### src/rtl/button_scan_pkg.sv
// Shared types and defaults for the button shift-register scanner.
package button_scan_pkg;

    typedef enum logic [2:0] {
        IDLE,
        LOAD,
        SETTLE,
        SHIFT,
        DONE
    } scan_state_t;

    localparam int unsigned DEF_CLK_DIV        = 25;
    localparam int unsigned DEF_NUM_BITS       = 16;
    localparam int unsigned DEF_SCAN_GAP       = 1000;
    localparam int unsigned DEF_DEBOUNCE_SCANS = 4;
    localparam bit          DEF_ACTIVE_LOW     = 1'b1;

    // Width of each per-button debounce counter.
    localparam int unsigned DEB_CNT_W = 4;

endpackage

### src/rtl/button_debounce.sv
// Vector-wide debouncer: a bit's stable state flips only after
// DEBOUNCE_SCANS consecutive scans that disagree with it.
module button_debounce
    import button_scan_pkg::*;
#(
    parameter int unsigned NUM_BITS       = DEF_NUM_BITS,
    parameter int unsigned DEBOUNCE_SCANS = DEF_DEBOUNCE_SCANS
) (
    input  logic                clock,
    input  logic                reset,
    input  logic [NUM_BITS-1:0] raw,
    input  logic                update,
    output logic [NUM_BITS-1:0] stable,
    output logic [NUM_BITS-1:0] pressed,
    output logic [NUM_BITS-1:0] released
);

    logic [DEB_CNT_W-1:0] cnt      [NUM_BITS];
    logic [DEB_CNT_W-1:0] cnt_next [NUM_BITS];
    logic [NUM_BITS-1:0]  stable_next;
    logic                 commit;

    // Per-bit debounce rule applied to the current raw scan.
    always_comb begin
        stable_next = stable;
        for (int unsigned i = 0; i < NUM_BITS; i++) begin
            cnt_next[i] = cnt[i] + 1'b1;
            if (raw[i] == stable[i]) begin
                cnt_next[i] = '0;
            end else if ((cnt[i] + 1'b1) == DEB_CNT_W'(DEBOUNCE_SCANS)) begin
                stable_next[i] = raw[i];
                cnt_next[i]    = '0;
            end
        end
    end

    // Event masks are registered on the strobe so they line up with the
    // DONE cycle; stable/counters commit one cycle later so the button
    // vector changes after DONE. raw cannot change in between (sampling
    // happens only while shifting), so both see the same next state.
    always_ff @(posedge clock) begin
        if (reset) begin
            commit   <= 1'b0;
            stable   <= '0;
            pressed  <= '0;
            released <= '0;
            cnt      <= '{default: '0};
        end else begin
            commit   <= update;
            pressed  <= update ? (stable_next & ~stable) : '0;
            released <= update ? (~stable_next & stable) : '0;
            if (commit) begin
                stable <= stable_next;
                cnt    <= cnt_next;
            end
        end
    end

endmodule

### src/rtl/button_scan_ctrl.sv
// Scan sequencer for the 165-style button shift register: load, settle,
// shift the bits in MSB first, then hand the scan to the debouncer.
module button_scan_ctrl
    import button_scan_pkg::*;
#(
    parameter int unsigned CLK_DIV        = DEF_CLK_DIV,
    parameter int unsigned NUM_BITS       = DEF_NUM_BITS,
    parameter int unsigned SCAN_GAP       = DEF_SCAN_GAP,
    parameter int unsigned DEBOUNCE_SCANS = DEF_DEBOUNCE_SCANS,
    parameter bit          ACTIVE_LOW     = DEF_ACTIVE_LOW
) (
    input  logic                clock,
    input  logic                reset,
    input  logic                shift_out,
    output logic                shift_load_n,
    output logic                shift_clk,
    output logic [NUM_BITS-1:0] buttons,
    output logic [NUM_BITS-1:0] pressed,
    output logic [NUM_BITS-1:0] released,
    output logic                scan_done
);

    localparam int unsigned CNT_MAX = (SCAN_GAP > CLK_DIV) ? SCAN_GAP : CLK_DIV;
    localparam int unsigned CNT_W   = $clog2(CNT_MAX + 1);
    localparam int unsigned BIT_W   = (NUM_BITS > 1) ? $clog2(NUM_BITS) : 1;

    scan_state_t         state, state_next;
    logic [CNT_W-1:0]    cnt, cnt_next;
    logic                phase, phase_next;   // 0 = low half, 1 = high half
    logic [BIT_W-1:0]    bit_idx, bit_next;
    logic                sample;
    logic [1:0]          sync;
    logic [NUM_BITS-1:0] raw_sr;

    // Two-flop synchronizer for the asynchronous serial input.
    always_ff @(posedge clock) begin
        if (reset) sync <= '0;
        else       sync <= {sync[0], shift_out};
    end

    // FSM state, shared down-counter, and shift phase/bit counters.
    always_ff @(posedge clock) begin
        if (reset) begin
            state   <= IDLE;
            cnt     <= CNT_W'(SCAN_GAP);
            phase   <= 1'b0;
            bit_idx <= '0;
        end else begin
            state   <= state_next;
            cnt     <= cnt_next;
            phase   <= phase_next;
            bit_idx <= bit_next;
        end
    end

    // Next-state logic; each state ends when the down-counter reaches 1.
    always_comb begin
        state_next = state;
        cnt_next   = cnt - 1'b1;
        phase_next = phase;
        bit_next   = bit_idx;
        sample     = 1'b0;
        unique case (state)
            IDLE: if (cnt == CNT_W'(1)) begin
                state_next = LOAD;
                cnt_next   = CNT_W'(CLK_DIV);
            end
            LOAD: if (cnt == CNT_W'(1)) begin
                state_next = SETTLE;
                cnt_next   = CNT_W'(CLK_DIV);
            end
            SETTLE: if (cnt == CNT_W'(1)) begin
                state_next = SHIFT;
                cnt_next   = CNT_W'(CLK_DIV);
                phase_next = 1'b0;
                bit_next   = '0;
            end
            SHIFT: if (cnt == CNT_W'(1)) begin
                cnt_next = CNT_W'(CLK_DIV);
                if (!phase) begin
                    sample     = 1'b1;
                    phase_next = 1'b1;
                end else if (bit_idx == BIT_W'(NUM_BITS - 1)) begin
                    state_next = DONE;
                    phase_next = 1'b0;
                end else begin
                    phase_next = 1'b0;
                    bit_next   = bit_idx + 1'b1;
                end
            end
            DONE: begin
                state_next = IDLE;
                cnt_next   = CNT_W'(SCAN_GAP);
            end
            default: begin
                state_next = IDLE;
                cnt_next   = CNT_W'(SCAN_GAP);
            end
        endcase
    end

    // Pin and strobe outputs are registered from the next state so they
    // coincide exactly with the state they belong to.
    always_ff @(posedge clock) begin
        if (reset) begin
            shift_load_n <= 1'b1;
            shift_clk    <= 1'b0;
            scan_done    <= 1'b0;
        end else begin
            shift_load_n <= (state_next != LOAD);
            shift_clk    <= (state_next == SHIFT) && phase_next;
            scan_done    <= (state_next == DONE);
        end
    end

    // Serial-in shift register; first sampled bit ends up in the MSB.
    always_ff @(posedge clock) begin
        if (reset)       raw_sr <= '0;
        else if (sample) raw_sr <= {raw_sr[NUM_BITS-2:0], sync[1] ^ ACTIVE_LOW};
    end

    button_debounce #(
        .NUM_BITS       (NUM_BITS),
        .DEBOUNCE_SCANS (DEBOUNCE_SCANS)
    ) u_debounce (
        .clock    (clock),
        .reset    (reset),
        .raw      (raw_sr),
        .update   (state_next == DONE),
        .stable   (buttons),
        .pressed  (pressed),
        .released (released)
    );

endmodule

### config.mk
export PLATFORM = sky130hd
export DESIGN_NAME = button_scan_ctrl
export DESIGN_NICKNAME = d
export VERILOG_FILES = /design/src/rtl/button_scan_pkg.sv /design/src/rtl/button_debounce.sv /design/src/rtl/button_scan_ctrl.sv
export SDC_FILE = /design/constraint.sdc
export NUM_CORES = 1
export LEC_CHECK = 0
export ABC_AREA = 0
export BUFFER_PORTS_ARGS = -buffer_cell sky130_fd_sc_hd__buf_2
export CAP_MARGIN = 10
export CORE_MARGIN = 4
export CORE_UTILIZATION = 55
export DETAILED_ROUTE_END_ITERATION = 8
export PLACE_DENSITY = 0.74
export REMOVE_ABC_BUFFERS = 1
export SLEW_MARGIN = 20
export SYNTH_ARGS = -nofsm -noshare
export SYNTH_HDL_FRONTEND = slang
export SYNTH_SLANG_ARGS = --single-unit
### constraint.sdc
create_clock -name clock -period 3.85 [get_ports clock]
set_input_delay 0 -clock clock [delete_from_list [all_inputs] [get_ports clock]]
set_output_delay 0 -clock clock [all_outputs]
set_load 0.02 [all_outputs]
==> results of run 1 <==
[metrics by stage]
step                      cells  area [sq um]  power, mW  hold slack, ns  worst slack [ns]
after floorplan             816          7470       1.67          0.0691              1.03
after global placement     1051          8000       1.70           0.216              1.39
after detailed placement   1051          8000       1.70           0.216              1.31
after CTS                  1084          8630       3.44          0.0803              1.26
after global routing       1084          8630       3.53           0.117              1.01
final                      1084          8630       3.42          0.0977              1.26
[state kept, by name (all words and copies together) (netlist names)]
register / count
shift_load_n: 1
bit_idx: 4
shift_clk: 1
phase: 1
cnt: 10
u_debounce.released: 16
state: 3
u_debounce.cnt: 64
u_debounce.stable: 16
raw_sr: 16
sync: 2
u_debounce.pressed: 16
u_debounce.commit: 1
[layout make-up]
type | count | area, sq um
Tap cell | 176 | 220
Sequential cell | 151 | 3020
Inverter | 37 | 139
Fill cell | 1104 | 4770
Clock buffer | 24 | 472
Timing Repair Buffer | 60 | 320
Clock inverter | 8 | 145
Multi-Input combinational cell | 628 | 4310
[critical path, cell delays in order, from the launching register on]
cell and delay, ns:
sky130_fd_sc_hd__dfxtp_1 0.33, sky130_fd_sc_hd__inv_1 0.09, sky130_fd_sc_hd__ha_1 0.15, sky130_fd_sc_hd__nor3b_2 0.39, sky130_fd_sc_hd__and3_1 0.52, sky130_fd_sc_hd__nand3b_4 0.53, sky130_fd_sc_hd__nor4_1 0.45
[worst paths after layout]
path	end	slack, ns	cells past startpoint
max	u_debounce.pressed[13]	1.26	6
min	u_debounce.stable[15]	0.1	2
min reg2reg	bit_idx[1]	0.47	2
max reg2reg	u_debounce.pressed[13]	1.26	6
[layout by cell type (no fill, tap or decap), types with 13 or more instances in the layout]
master,n
sky130_fd_sc_hd__nor3_1,21
sky130_fd_sc_hd__dfxtp_1,151
sky130_fd_sc_hd__nand4_1,14
sky130_fd_sc_hd__buf_2,53
sky130_fd_sc_hd__inv_1,36
sky130_fd_sc_hd__a21oi_1,65
sky130_fd_sc_hd__nor2_1,26
sky130_fd_sc_hd__ha_1,34
sky130_fd_sc_hd__nand3_1,39
sky130_fd_sc_hd__nand2_1,95
sky130_fd_sc_hd__a21boi_0,16
sky130_fd_sc_hd__nor3b_1,16
sky130_fd_sc_hd__xor2_1,18
sky130_fd_sc_hd__and2_1,14
sky130_fd_sc_hd__nor4_1,16
sky130_fd_sc_hd__nor4b_2,13
sky130_fd_sc_hd__mux2i_1,36
sky130_fd_sc_hd__o21ai_0,39
sky130_fd_sc_hd__clkbuf_16,17
[cell families after synthesis]
family	synth area share, %
adder cells (fa/ha/maj)	5.59
AO/OA/AOI/OAI	17.3
flip-flops	39.7
AND/OR/NAND/NOR	26.0
buffers and inverters	3.70
XOR/XNOR	2.99
multiplexers	4.74
[repair_timing]
action                    4_1_cts  5_1_grt
hold buffers                    1        0
hold endpoints to repair        1        0
gates resized for setup         0        0
[power groups by stage]
stage | combinational [mW] | clock, mW | sequential, mW
floorplan | 0.0458 | 0 | 1.62
global placement | 0.0700 | 0 | 1.63
detailed placement | 0.0726 | 0 | 1.63
CTS | 0.0747 | 1.78 | 1.59
global route | 0.0843 | 1.85 | 1.60
finish | 0.0753 | 1.75 | 1.59
[routing by layer]
layer / vias to the layer above / global-route usage, % / share of wire [%]
li1: 3231 / - / -
met1: 3030 / 28.6 / 46
met2: 147 / 37.1 / 48
met3: 26 / 4.19 / 4.2
met4: 0 / 9.12 / 1.7
met5: - / 0 / 0
==> Implementation_results.wiki, run 1 <==
{| class="wikitable"
! Metric !! Value
|-
| Detailed-route DRC error count || 0
|-
| Vertical die dimension || 126 um
|-
| Core footprint || 13400 sq um
|-
| CTS tree || built
|-
| Seq cells post-synth || 151
|-
| Number of max-slew violations in the final report || 0
|-
| I/O pins || 54
|-
| Number of buffer cells added on primary ports || 53
|-
| Share of cells above drive strength 1 || 13.3%
|-
| Relative slew slack || 25.2%
|-
| Weighted congestion reported at the end of routability-driven placement || 0.842
|-
| Highest clock frequency the design can meet || 385 MHz
|-
| Max FO, Critical Path || 34
|-
| H-tree Lvls || 4
|-
| Internal portion of total power || 2.72 mW
|-
| Number of vias per cell after detailed routing || 5.94
|-
| Root Buffer Master || sky130_fd_sc_hd__clkbuf_16
|-
| Chip width || 126 um
|-
| Die footprint || 15800 sq um
|-
| Number of global-route vias before repair || 6156
|-
| Number of nets with antenna violations after detailed routing || 0
|-
| Worst clock skew || 0.00673 ns
|-
| Worst setup EP type || register
|-
| Detailed router's first-iteration violation count || 482
|-
| Final hold vios || 0
|-
| Postcts setup bufs || 0
|-
| Initial Util || 56.8%
|-
| Power share of the sequential group || 46.6%
|-
| Mean post-synth cell area || 8.97 sq um
|-
| Synth top cells by count || sky130_fd_sc_hd__dfxtp_1 (151), sky130_fd_sc_hd__nand2_1 (95), sky130_fd_sc_hd__a21oi_1 (65)
|-
| Number of warnings issued by yosys || 0
|-
| Max-Cap Viols || 0
|-
| Clock insertion delay at the later pin of the skew report || 0.43 ns
|-
| Final core utilization || 64.4%
|-
| Number of standard cells after synthesis || 848
|-
| Via count of the routed design || 6434
|-
| FF-to-FF Start || cnt[1]
|-
| Max IR drop VDD || 0.250 mV
|-
| Min-Delay Startpoint || reset
|-
| Total clock sinks || 151
|-
| Kind of critical path || reg -> reg
|-
| Setup violators final || 0
|-
| Initial antenna violation count || 0
|-
| Crit path launch type || register
|-
| Async set-reset flop share out of synthesis || 0%
|-
| Maximum number of pins on one net before global-route repair || 35
|-
| Power density of the placed cells || 397 nW/um^2
|-
| Critical Path Start || cnt[1]
|-
| Combinational Power Share || 2.2%
|-
| Part of the total power dissipated in the clock network || 51.2%
|-
| Worst min-delay path category || in -> reg
|-
| CTS Buf Count || 17
|-
| Data arrival time of the critical path || 2.91 ns
|-
| Antenna Cells || 0
|-
| Count of standard-cell rows || 42
|-
| Combined area of all synthesized cells || 7610 sq um
|-
| Number of iterations in the first detailed-routing pass || 5
|-
| Distinct cells, synth || 60
|-
| Area delta synth->final || 13.4%
|-
| Area contributors post-synth || sky130_fd_sc_hd__dfxtp_1 (40%), sky130_fd_sc_hd__ha_1 (5.6%), sky130_fd_sc_hd__mux2i_1 (4.7%)
|-
| Maximum buffer depth of the clock tree || 2
|-
| Net Sw Power || 706 uW
|-
| Status || finished clean
|-
| Area share of the largest cell type after synthesis || 39.7%
|-
| Switching share of power || 20.6%
|-
| Wire length per cell || 16.1 um
|-
| Leakage power of the design || 3.35 nW
|-
| GRT Total Usage || 22.3%
|-
| Measured slew at the worst slew-check pin || 1.12 ns
|-
| Summed negative setup slack over all endpoints || 0 ns
|-
| Clock period minus final worst setup slack || 2.59 ns
|-
| Final wirelength || 17500 um
|-
| Detail Placement HPWL || 11600 um
|-
| Number of enable-type register cells in the synthesized netlist || 0
|-
| Required time of the critical path || 4.16 ns
|-
| Setup repair after global routing missed its margin || no
|-
| Global-route wire length before repair || 29400 um
|-
| NumNets Final || 932
|-
| Period Utilization, post-route || 67.4%
|-
| Leftover overflow at the end of global routing || 0
|-
| Most frequent cell after synthesis || sky130_fd_sc_hd__dfxtp_1
|-
| Library cell occupying the most area in the post-synthesis netlist || sky130_fd_sc_hd__dfxtp_1
|-
| Sequential-to-total area share from yosys stat || 39.7%
|-
| Most used flip-flop cell after synthesis || sky130_fd_sc_hd__dfxtp_1
|-
| Clock-pin slew of the registers on the worst-case setup and hold paths || 0.06 ns
|}
No activity file was read; power rests on OpenSTA's default activity.
==> run 2: changes to the inputs <==
- clock period: 3.85 -> 2.5 ns (I/O delays scaled with it)
==> run 2 against run 1 <==
Net effect:
- clock power rose by 59%
- setup slack got worse by 0.94 ns
- combinational power rose by 66%
- die area did not move
- register-to-register slack got worse by 0.94 ns
- cell count rose by 0.74%
- maximum frequency rose by 19%
- critical path depth fell by 1
- largest power group unchanged
==> Implementation_results.wiki, run 2 (synthesis results as in run 1) <==
{| class="wikitable"
! Metric !! Value
|-
| Status || finished clean
|-
| Clock insertion delay at the later pin of the skew report || 0.42 ns (about the same)
|-
| Register-to-register path setup slack || 0.32 ns (-0.94 ns)
|-
| Worst min-delay path category || in -> reg
|-
| Placement-stage worst setup slack || 0.332 ns (-0.982 ns)
|-
| Total clock sinks || 151 (unchanged)
|-
| Number of nets with antenna violations after detailed routing || 0 (unchanged)
|-
| Max FO, Critical Path || 34 (unchanged)
|-
| Most frequent cells in the layout || sky130_fd_sc_hd__dfxtp_1 (151), sky130_fd_sc_hd__nand2_1 (95), sky130_fd_sc_hd__a21oi_1 (65)
|-
| FF-to-FF Start || cnt[0]
|-
| Global-route wire length before repair || 29900 um (+1.5%)
|-
| Area delta synth->final || 14.6%
|-
| Post-cts gate resize count || 0 (unchanged)
|-
| Highest clock frequency the design can meet || 459 MHz (+19%)
|-
| Number of buffer cells added on primary ports || 53 (unchanged)
|-
| Wire length per cell || 16.2 um (+0.66%)
|-
| Slowest cell on the critical path || sky130_fd_sc_hd__nor4b_1
|-
| Min-Delay Startpoint || shift_out
|-
| Terminating pin of the worst hold path || sync[0]
|-
| Maximum buffer depth of the clock tree || 2 (unchanged)
|-
| Max-Cap Viols || 0 (unchanged)
|-
| Overall Power || 5.36 mW (+57%)
|-
| Final instance area || 8720 sq um (+1.0%)
|-
| Weighted congestion reported at the end of routability-driven placement || 0.829 (-1.5%)
|-
| I/O pins || 54 (unchanged)
|-
| H-tree Lvls || 4 (unchanged)
|-
| Root Buffer Master || sky130_fd_sc_hd__clkbuf_16
|-
| Crit path launch type || register
|-
| NumNets Final || 941 (+0.97%)
|-
| Share of cells above drive strength 1 || 14.1% (+0.76 points)
|-
| Placement Cell Area || 8060 sq um (+0.73%)
|-
| Data arrival time of the critical path || 2.49 ns (-0.42 ns)
|-
| Commonest non-fill, non-tap cell in the layout || sky130_fd_sc_hd__dfxtp_1
|-
| Cell-by-cell trace of the critical path || ha_1 -> nor3b_2 -> and3_1 -> nand3b_4 -> nor4b_1
|-
| Leftover overflow at the end of global routing || 0 (unchanged)
|-
| Final hold vios || 0 (unchanged)
|-
| Number of max-slew violations in the final report || 0 (unchanged)
|-
| Detail Placement HPWL || 12000 um (+3.5%)
|-
| Number of iterations in the first detailed-routing pass || 5 (unchanged)
|-
| Clock period minus final worst setup slack || 2.18 ns (-0.414 ns)
|-
| Clock-pin slew of the registers on the worst-case setup and hold paths || 0.06 ns (about the same)
|-
| Worst reg-to-reg path cell count || 5 (-1)
|-
| Via count of the routed design || 6571 (+2.1%)
|-
| Largest stage delay on the critical path || 0.45 ns (-0.08 ns)
|-
| Hold depth || 3 (+1)
|-
| Initial Util || 56.8% (unchanged)
|-
| Antenna Cells || 0 (unchanged)
|-
| Largest reg by FF count || u_debounce.cnt
|-
| Count of standard-cell rows || 42 (unchanged)
|-
| Die footprint || 15800 sq um (unchanged)
|-
| Power density of the placed cells || 615 nW/um^2 (+55%)
|-
| Setup repair after global routing missed its margin || no
|-
| Sequential cell area in the final layout || 3020 sq um (unchanged)
|-
| Final wirelength || 17700 um (+1.4%)
|-
| Footprint of the multi-input gates || 4310 sq um (about the same)
|-
| Final setup margin || 0.319 ns (-0.936 ns)
|-
| Vertical die dimension || 126 um (unchanged)
|-
| Relative slew slack || 23.1% (-2.1 points)
|-
| Setup violators final || 0 (unchanged)
|-
| Period Utilization, post-route || 87.2% (+20 points)
|-
| Placed cell count || 1059 (+0.76%)
|-
| Flip-flop count of the largest register, all copies and words added || 64 (unchanged)
|-
| CTS Buf Count || 17 (unchanged)
|-
| Core footprint || 13400 sq um (unchanged)
|-
| Initial antenna violation count || 0 (unchanged)
|-
| GRT Total Usage || 22.5% (+0.15 points)
|-
| Required time of the critical path || 2.81 ns (-1.35 ns)
|-
| Postcts setup bufs || 0 (unchanged)
|-
| Filler cell count in the final layout || 1083 (-1.9%)
|-
| Max IR drop VDD || 0.465 mV (+86%)
|-
| Worst setup EP type || register
|-
| Number of vias per cell after detailed routing || 6.02 (+1.4%)
|-
| Kind of critical path || reg -> reg
|-
| Chip width || 126 um (unchanged)
|-
| Leakage power of the design || 3.41 nW (+1.8%)
|-
| CTS tree || built
|-
| Worst clock skew || 0.00805 ns (+0.00133 ns)
|-
| Detailed-route DRC error count || 0 (unchanged)
|-
| Maximum number of pins on one net before global-route repair || 35 (unchanged)
|-
| Non-filler cells in the finished layout || 1092 (+0.74%)
|-
| Measured slew at the worst slew-check pin || 1.15 ns (+0.0315 ns)
|-
| Detailed router's first-iteration violation count || 397 (-18%)
|-
| Capture point of the worst reg-to-reg path || u_debounce.released[0]
|-
| Number of global-route vias before repair || 6338 (+3.0%)
|}
run 2: changes by cell type in the layout (fill, tap and decap cells not counted), sizes merged:
cell,delta
buf,+8
bufinv,+1
clkbuf,-2
clkinv,+1
clkinvlp,-1
dlygate4sd3,+1
run 2: metal layers:
layer	vias up	global-route usage [%]	wire length, um
li1	3236	-	-
met5	-	0	0
met4	0	8.74	291
met2	144	37.7	8610
met3	27	5.08	758
met1	3164	28.2	8040
run 2: worst max-delay path by stage:
| stage | end | startpoint | slack [ns] | cells past startpoint |
|---|---|---|---|---|
| after floorplan | u_debounce.cnt[18] | u_debounce.commit | -0.32 | 4 |
| after global placement | u_debounce.pressed[14] | cnt[0] | 0.42 | 5 |
| after detailed placement | u_debounce.released[0] | cnt[0] | 0.33 | 5 |
| after CTS | u_debounce.released[0] | cnt[0] | 0.32 | 5 |
| after global routing | u_debounce.released[0] | cnt[0] | 0.0006 | 5 |
| final | u_debounce.released[0] | cnt[0] | 0.32 | 5 |
run 2: final cells by class:
cell class,count,area share (%)
clock buffers,22,5.33
well taps,176,2.53
repair buffers,69,4.48
flip-flops and latches,151,34.7
multi-input cells,628,49.4
clock inverters,9,1.98
inverters,37,1.59
run 2: repair_timing:
item | CTS | global route
hold endpoints to repair | 8 | 0
hold buffers | 2 | 0
endpoints found under the setup margin | 0 | 1
run 2: where the power goes:
part           internal [mW]  switching (mW)  total, mW
Combinational         0.0444          0.0803      0.125
Clock                   1.81           0.970       2.78
Sequential              2.43          0.0251       2.45
run 2: worst max-delay path, delay by kind of cell (launching register included):
kind | cells | cell delay, ns
adders and majority gates | 1 | 0.16
DFF | 1 | 0.38
and+or+nand+nor | 4 | 1.50
run 2: per-stage QoR:
| stage | setup TNS, ns | hold WS [ns] | util [%] |
|---|---|---|---|
| 3_5_place_dp | 0 | 0.230 | 60.1 |
| 2_1_floorplan | -5.36 | 0.0691 | - |
| 5_1_grt | 0 | 0.392 | 65.1 |
| 6_report | 0 | 0.339 | 65.1 |
| 4_1_cts | 0 | 0.326 | 65.1 |
| 3_3_place_gp | 0 | 0.228 | 60.1 |
